$ cat src/rtl/bcd_time_counter.sv
// Time-of-day counter for the VGA clock display: prescales the pixel clock to
// a 1 Hz tick, keeps hh:mm:ss (hours binary, min/sec BCD), takes three
// debounced adjust buttons and renders hours in 12h or 24h form.
module bcd_time_counter #(
  parameter int TICKS_PER_SEC   = 31_500_000,
  parameter int DEBOUNCE_CYCLES = 65_536
) (
  input  logic       clk,
  input  logic       reset_n,
  input  logic       adj_hrs,
  input  logic       adj_min,
  input  logic       adj_sec,
  input  logic       mode_12h,
  output logic [3:0] hrs_d,
  output logic [3:0] hrs_u,
  output logic [3:0] min_d,
  output logic [3:0] min_u,
  output logic [3:0] sec_d,
  output logic [3:0] sec_u,
  output logic       pm,
  output logic       sec_tick,
  output logic       day_tick
);

  localparam int PW = $clog2(TICKS_PER_SEC);
  localparam int DW = $clog2(DEBOUNCE_CYCLES + 1);
  localparam logic [PW-1:0] PS_LAST = PW'(TICKS_PER_SEC - 1);
  localparam logic [DW-1:0] DB_LAST = DW'(DEBOUNCE_CYCLES - 1);

  // Field indices shared by the button vectors: 0 = sec, 1 = min, 2 = hrs.
  logic [2:0]         btn_raw;
  logic [2:0]         sync_p0, sync_p1;
  logic [2:0]         acc_lvl;
  logic [2:0][DW-1:0] db_cnt;
  logic [2:0]         press_p2, press_p3;
  logic [2:0]         pend;
  logic [2:0]         inc;

  logic [PW-1:0] ps_cnt;
  logic          tick;
  logic [7:0]    sec_bcd, min_bcd;
  logic [4:0]    hour;
  logic          sec_last, min_last, hr_last;

  // BCD pair increment that wraps 59 -> 00.
  function automatic logic [7:0] bcd_inc59(input logic [7:0] v);
    if (v == 8'h59)
      return 8'h00;
    else if (v[3:0] == 4'd9)
      return {v[7:4] + 4'd1, 4'd0};
    else
      return {v[7:4], v[3:0] + 4'd1};
  endfunction

  // Hour increment that wraps 23 -> 0.
  function automatic logic [4:0] hr_inc(input logic [4:0] h);
    return (h == 5'd23) ? 5'd0 : h + 5'd1;
  endfunction

  // Internal 0..23 hour to the two BCD display digits for the selected mode.
  function automatic logic [7:0] hour_disp(input logic [4:0] h, input logic m12);
    logic [4:0] v;
    v = h;
    if (m12) begin
      if (h == 5'd0)
        v = 5'd12;
      else if (h > 5'd12)
        v = h - 5'd12;
    end
    if (v >= 5'd20)
      return {4'd2, 4'(v - 5'd20)};
    else if (v >= 5'd10)
      return {4'd1, 4'(v - 5'd10)};
    else
      return {4'd0, v[3:0]};
  endfunction

  assign btn_raw  = {adj_hrs, adj_min, adj_sec};
  assign tick     = (ps_cnt == PS_LAST);
  assign sec_last = (sec_bcd == 8'h59);
  assign min_last = (min_bcd == 8'h59);
  assign hr_last  = (hour == 5'd23);
  // A press (fresh or deferred) lands only in a cycle the tick leaves free.
  assign inc      = (press_p3 | pend) & {3{~tick}};

  // Prescaler: free-running 0..TICKS_PER_SEC-1, untouched by adjusts.
  always_ff @(posedge clk or negedge reset_n) begin
    if (!reset_n)
      ps_cnt <= '0;
    else if (tick)
      ps_cnt <= '0;
    else
      ps_cnt <= ps_cnt + PW'(1);
  end

  // Button path: synchronise, debounce against the accepted level, emit one
  // pulse per accepted rising level, then one more register stage so the
  // field sees it DEBOUNCE_CYCLES+3 edges after the raw level is first sampled.
  always_ff @(posedge clk or negedge reset_n) begin
    if (!reset_n) begin
      sync_p0  <= '0;
      sync_p1  <= '0;
      acc_lvl  <= '0;
      db_cnt   <= '0;
      press_p2 <= '0;
      press_p3 <= '0;
    end else begin
      sync_p0  <= btn_raw;
      sync_p1  <= sync_p0;
      press_p3 <= press_p2;
      for (int i = 0; i < 3; i++) begin
        press_p2[i] <= 1'b0;
        if (sync_p1[i] != acc_lvl[i]) begin
          if (db_cnt[i] == DB_LAST) begin
            acc_lvl[i]  <= sync_p1[i];
            db_cnt[i]   <= '0;
            press_p2[i] <= sync_p1[i];
          end else begin
            db_cnt[i] <= db_cnt[i] + DW'(1);
          end
        end else begin
          db_cnt[i] <= '0;
        end
      end
    end
  end

  // Time state: the tick wins with full carry; presses that collide with it
  // are parked in pend and applied (without carry) on the following cycle.
  always_ff @(posedge clk or negedge reset_n) begin
    if (!reset_n) begin
      sec_bcd  <= '0;
      min_bcd  <= '0;
      hour     <= '0;
      pend     <= '0;
      sec_tick <= 1'b0;
      day_tick <= 1'b0;
    end else begin
      sec_tick <= tick;
      day_tick <= tick & sec_last & min_last & hr_last;
      pend     <= tick ? (press_p3 | pend) : 3'b000;
      if (tick) begin
        sec_bcd <= bcd_inc59(sec_bcd);
        if (sec_last) begin
          min_bcd <= bcd_inc59(min_bcd);
          if (min_last)
            hour <= hr_inc(hour);
        end
      end else begin
        if (inc[0]) sec_bcd <= bcd_inc59(sec_bcd);
        if (inc[1]) min_bcd <= bcd_inc59(min_bcd);
        if (inc[2]) hour    <= hr_inc(hour);
      end
    end
  end

  // Hours display register, one cycle behind the internal hour.
  always_ff @(posedge clk or negedge reset_n) begin
    if (!reset_n)
      {hrs_d, hrs_u} <= 8'h00;
    else
      {hrs_d, hrs_u} <= hour_disp(hour, mode_12h);
  end

  assign {min_d, min_u} = min_bcd;
  assign {sec_d, sec_u} = sec_bcd;
  assign pm             = (hour >= 5'd12);

endmodule

$ cat config.mk
export PLATFORM = sky130hd
export DESIGN_NAME = bcd_time_counter
export DESIGN_NICKNAME = d
export VERILOG_FILES = /design/src/rtl/bcd_time_counter.sv
export SDC_FILE = /design/constraint.sdc
export NUM_CORES = 1
export LEC_CHECK = 0
export ABC_AREA = 0
export ABC_CLOCK_PERIOD_IN_PS = 2800
export BUFFER_PORTS_ARGS = -buffer_cell sky130_fd_sc_hd__buf_4
export CORE_AREA = 10 10 122 124
export CTS_BUF_LIST = sky130_fd_sc_hd__clkbuf_8
export DETAILED_ROUTE_END_ITERATION = 10
export DIE_AREA = 0 0 132 134
export PLACE_DENSITY_LB_ADDON = 0.05
export SYNTH_ARGS = -nofsm -noshare
export SYNTH_HDL_FRONTEND = slang
export SYNTH_SLANG_ARGS = --single-unit
$ cat constraint.sdc
create_clock -name clk -period 2.8 [get_ports clk]
set_input_delay 0.14 -clock clk [delete_from_list [all_inputs] [get_ports clk]]
set_output_delay 0.14 -clock clk [all_outputs]
set_load 0.02 [all_outputs]
# After elaboration in Yosys (flattened, before gate mapping)
# Cells that the tools add are included.
# word_totals
wordCells,97
output_inout_bits,27
regBits,125
# op_classes
reduce_logical,9
eq_ne,14
bitwise_logic,6
n_addsub,12
mux,33
order_cmp,4
# op_table
op,count
$mux W17,6
$mux W8,9
$add A17 B1 Y17 const B,3
$eq A17 B16 Y1 const B,3
$mux W5,9
$add A25 B1 Y25 const B,1
$eq A25 B25 Y1 const B,1
$mux W25,1
$add A4 B1 Y4 const B,4
$eq A8 B7 Y1 const B,2
$ge A5 B4 Y1 const B,2
$eq A4 B4 Y1 const B,2
$reduce_and A2 Y1,4
$mux W1,6
$mux W6,1
$reduce_bool A2 Y1,3
$add A5 B1 Y5 const B,1
$eq A5 B5 Y1 const B,1
$ge A5 B5 Y1 const B,1
$gt A5 B4 Y1 const B,1
$logic_not A5 Y1,1
$sub A5 B4 Y5 const B,1
$ne A2 B1 Y1 const B,2
$sub A4 B3 Y4 const B,1
other kinds (8),12

# Longest topological paths before layout
# depth
depth_word,7
mapped_depth,12
mapped_depth_nobuf,11

# Least setup slack after synthesis
# OpenSTA, ideal clock, no wires.
# synth_timing
path_type,register to register
start,reg hour[1]
end,reg hrs_u[1]
arrival_ns,2.259
n_path_buf,1
required_time_ns,2.663
path_slack_ns,0.404
path_stages_with_launch,13
setup_time_ns,0.137
cell_sequence,dfrtp_1 -> clkbuf_1 -> inv_1 -> ha_1 -> nand2_1 -> a311o_1 -> o211a_1 -> inv_1 -> ha_1 -> nor2b_1 -> a211oi_1 -> mux2i_1 -> o211ai_1
# synth_between
elab_chain_len,7
# synth_lines
element,line,text
start: declaration,42,logic [4:0] hour;
start signal: assignment,147,hour <= hr_inc(hour);
start signal: assignment,152,if (inc[2]) hour <= hr_inc(hour);
$sub A5 B4 Y5 or $gt A5 B4 Y1 (tied branches),"68, 67",
$mux W5,67,else if (h > 5'd12)
$mux W5,65,if (h == 5'd0)
$mux W5 (*),64,if (m12) begin
$sub A4 B4 Y4 or $ge A5 B4 Y1 (tied branches),"73, 72",
$mux W5,72,else if (v >= 5'd10)
$mux W6 (*),70,if (v >= 5'd20)
end signal: assignment,162,"{hrs_d, hrs_u} <= hour_disp(hour, mode_12h);"
end: declaration,15,"output logic [3:0] hrs_u,"
# Every way passes the cells marked *; elsewhere a longest branch is shown, timed or not.
# A chain may end at the register's enable or synchronous reset.

# Worst setup path after layout
# layout_timing
start,reg hour[2]
end,reg hrs_u[1]
# layout_between
elab_chain_len,7
# layout_lines
element,line
$sub A5 B4 Y5 or $gt A5 B4 Y1 (tied branches),"68, 67"
$mux W5,67
$mux W5,65
$mux W5 (*),64
$ge A5 B4 Y1 or $sub A4 B4 Y4 (tied branches),"72, 73"
$mux W5,72
$mux W6 (*),70
# Marks and branches as above.

==> metrics.cfg <==
[run_status]
status = finished clean

[floorplanning]
pin_count = 33
initial_core_util_pct = 48.6
rows = 41
core_mm2 = 0.0125
die_area_mm2 = 0.0177
die_w_um = 132
die_y_um = 134

[global_route]
grt_pass1_wl_um = 20000
use_met1_pct = 17.6
grt.busiest_layer = met2
gr-total-overflow = 0
grt_pass1_vias = 4124
antenna_found_initial = 0
grt_max_degree = 57
track_usage_pct = 13.6
grt.met2_usage_pct = 20.8
grtUsageMet3_pct = 3.96

[pwr]
swShare_pct = 21.7
pwr-share-comb_pct = 3.1
p_leak_nw = 3.09
p_seq_share_pct = 52.3
power.density_mw_per_mm2 = 500
p_sw_mw = 0.751
vdd_drop_max_v = 0.000220
intPower_mw = 2.70
power_mw = 3.46
pwr-share-clk_pct = 44.6

[logic_synthesis]
postSynth.asyncResetShare_pct = 100
ys_warn_count = 0
synth_ff_type = dfrtp_1
yosys.area.top_type = dfrtp_1
synth_seq_cells = 123
synth_area_leaders = dfrtp_1 (51%), xnor2_1 (6.4%), nor2_1 (6.0%)
synth-edff-count = 0
synth.avg_cell_area_um2 = 10.4
syn_area_mm2 = 0.00606
synth_top_area_share_pct = 50.8
ys_seq_area_share_pct = 50.8
synthDistinctLibCells = 66
syn_inst = 581

[placement]
port_buffers = 30
placed_area_mm2 = 0.00649
gp_congestion = 0.798
hpwlAfterDp_um = 7910

[critical_path]
critPathKind = reg2reg
crit_path_max_incr_delay_ns = 0.52
slowest_stage = dfrtp_1
cp.arrival_ns = 2.87
cpMostUsedCell = ha_1
r2r_setup_slack_ns = 0.24
startpoint_type = flip-flop
crit_path_cell_trace = ha_1, nand2_1, a311o_1, o211a_1, inv_1, ha_1, nor2b_1, a211oi_1, mux2i_1, o211ai_1
cp-end-kind = flip-flop
required_ns = 3.12
critPathMaxFanout = 10

[clock_tree]
clk_latency_ns = 0.44
cts.sinks = 123
clk_pin_slew_worst_paths_ns = 0.07
h-tree-depth = 4
cts_buffers = 17
cts_tree = built
clk_path_buf_depth = 2
postCtsSetupBuffers = 0
cts-root-buf = clkbuf_8

[route]
drc = 0
drt_wl_total_um = 11300
drt-wirelength-per-cell_um = 13.9
firstDrtPassIters = 4
ant_nets = 0
routed_via_density = 5.18
vias = 4211
drt-initial-drc-count = 258

[sta]
finClkSkew_ns = 0.0128
worst_slew_margin_rel_pct = 52.2
finalSetupViolCount = 0
hold_violations = 0
drv_slew = 0
fmax_mhz = 391
finalCritPeriodShare_pct = 91.3
fin_crit_ns = 2.56
hold_ws_ns = 0.208
worstMarginPinSlew_ns = 0.717
fin_setup_tns_ns = 0
rsz0062_at_grt = false

[finish]
fin_area_mm2 = 0.00691
drive_gt1_share_pct = 15.3
area_delta_synth_final_pct = 14.0
final_nets = 651
antenna_cells = 0

[run]
maxCapViolations = 0

[worst_hold_path]
hp-class = in2reg

[worst max-delay path, delay by kind of cell, from the launching register on]
kind	cells	cell delay (ns)
multiplexers	1	0.16
AND/OR/NAND/NOR	2	0.33
buffers and inverters	1	0.20
AO/OA/AOI/OAI	4	0.75
adder cells (fa/ha/maj)	2	0.46
flip-flops	1	0.52
[state kept, by name, indices dropped and copies added (netlist names)]
register,count
press_p2,3
sync_p0,3
hrs_u,4
acc_lvl,3
press_p3,3
sec_bcd,8
sync_p1,3
hour,5
db_cnt,51
hrs_d,2
sec_tick,1
ps_cnt,25
pend,3
min_bcd,8
day_tick,1
[stage by stage]
| step | setup WS (ns) | util [%] | instances |
|---|---|---|---|
| finish | 0.243 | 55.5 | 813 |
| global route | 0.00463 | 55.5 | 813 |
| CTS | 0.256 | 55.5 | 813 |
| detailed placement | 0.267 | 52.0 | 778 |
| global placement | 0.381 | 52.0 | 778 |
| floorplan | 0.404 | - | 582 |
[power by group through the flow]
stage	clock, mW	combinational, mW	sequential, mW
finish	1.54	0.107	1.81
global route	1.69	0.124	1.81
CTS	1.59	0.112	1.81
detailed placement	0	0.106	1.84
global placement	0	0.104	1.84
floorplan	0	0.0454	1.84
[worst paths after layout]
check | from | endpoint | depth (start not counted)
worst max-delay path | hour[2]$_DFFE_PN0P_ | hrs_u[1]$_DFF_PN0_ | 10
worst min-delay path | mode_12h | hrs_u[0]$_DFF_PN0_ | 3
worst max register to register | hour[2]$_DFFE_PN0P_ | hrs_u[1]$_DFF_PN0_ | 10
worst min register to register | press_p2[0]$_DFF_PN0_ | press_p3[0]$_DFF_PN0_ | 0
max in group asynchronous | reset_n | sync_p0[1]$_DFF_PN0_ | 3
min in group asynchronous | reset_n | min_bcd[2]$_DFFE_PN0P_ | 2
[final cells by class]
| type | count | area [um2] |
|---|---|---|
| well taps | 172 | 215 |
| fillers | 1090 | 5550 |
| flip-flops and latches | 123 | 3080 |
| inverters | 19 | 71.3 |
| multi-input cells | 429 | 2850 |
| clock inverters | 13 | 138 |
| clock buffers | 18 | 248 |
| repair buffers | 39 | 315 |
[cells by family after synthesis]
logic type | after synthesis | share of synthesized area [%]
xor gates and xnor gates | 68 | 9.82
DFF | 123 | 50.8
and+or+nand+nor | 272 | 23.5
muxes | 20 | 4.02
AOI/OAI and AO/OA | 51 | 6.23
buffers and inverters | 30 | 2.31
other | 1 | 0.0619
adders and majority gates | 16 | 3.30
[synthesized netlist by cell type, drive strengths merged, types with 5 or more instances]
library cell  number
inv               19
o211ai             8
xnor2             44
and3              11
nand4             12
nand2             41
nor2b              7
nand3             33
and4              10
buf                7
mux2              16
nor3              21
dfrtp            123
ha                16
o21ai              8
xor2              24
and2               6
o31ai              5
nor2              98
a21oi              6
[cell usage in the layout (no fill, tap or decap), types with 4 or more instances in the layout]
cell           Yosys  routed
o21ai_0            8       8
nand2_1           40      40
dfrtp_1          123     123
and3_1            11      11
o31ai_1            5       5
o211ai_1           8       8
nor4_1             4       4
nand4_1           10      10
and4_1             9       9
nor3_1            21      21
buf_4              5      34
inv_1             19      24
mux2_2            11      11
nor2b_1            7       7
nor2_1            97      97
and2_1             5       5
a21oi_1            6       6
clkbuf_8           0      18
xnor2_1           44      44
xor2_1            24      24
nand3_1           32      32
clkinv_2           0       4
dlygate4sd3_1      0       4
nand3b_1           4       4
ha_1              16      16
[metal layers]
layer,up-vias,part of all wire [%]
li1,2109,-
met1,2018,48
met2,64,46
met3,20,3.9
met4,0,1.8
met5,-,0
[timing repair]
item	CTS	global route
gates resized for setup	0	0
hold buffers	4	0
endpoints found under the hold margin	50	0
(Power assumes the default switching activity.)
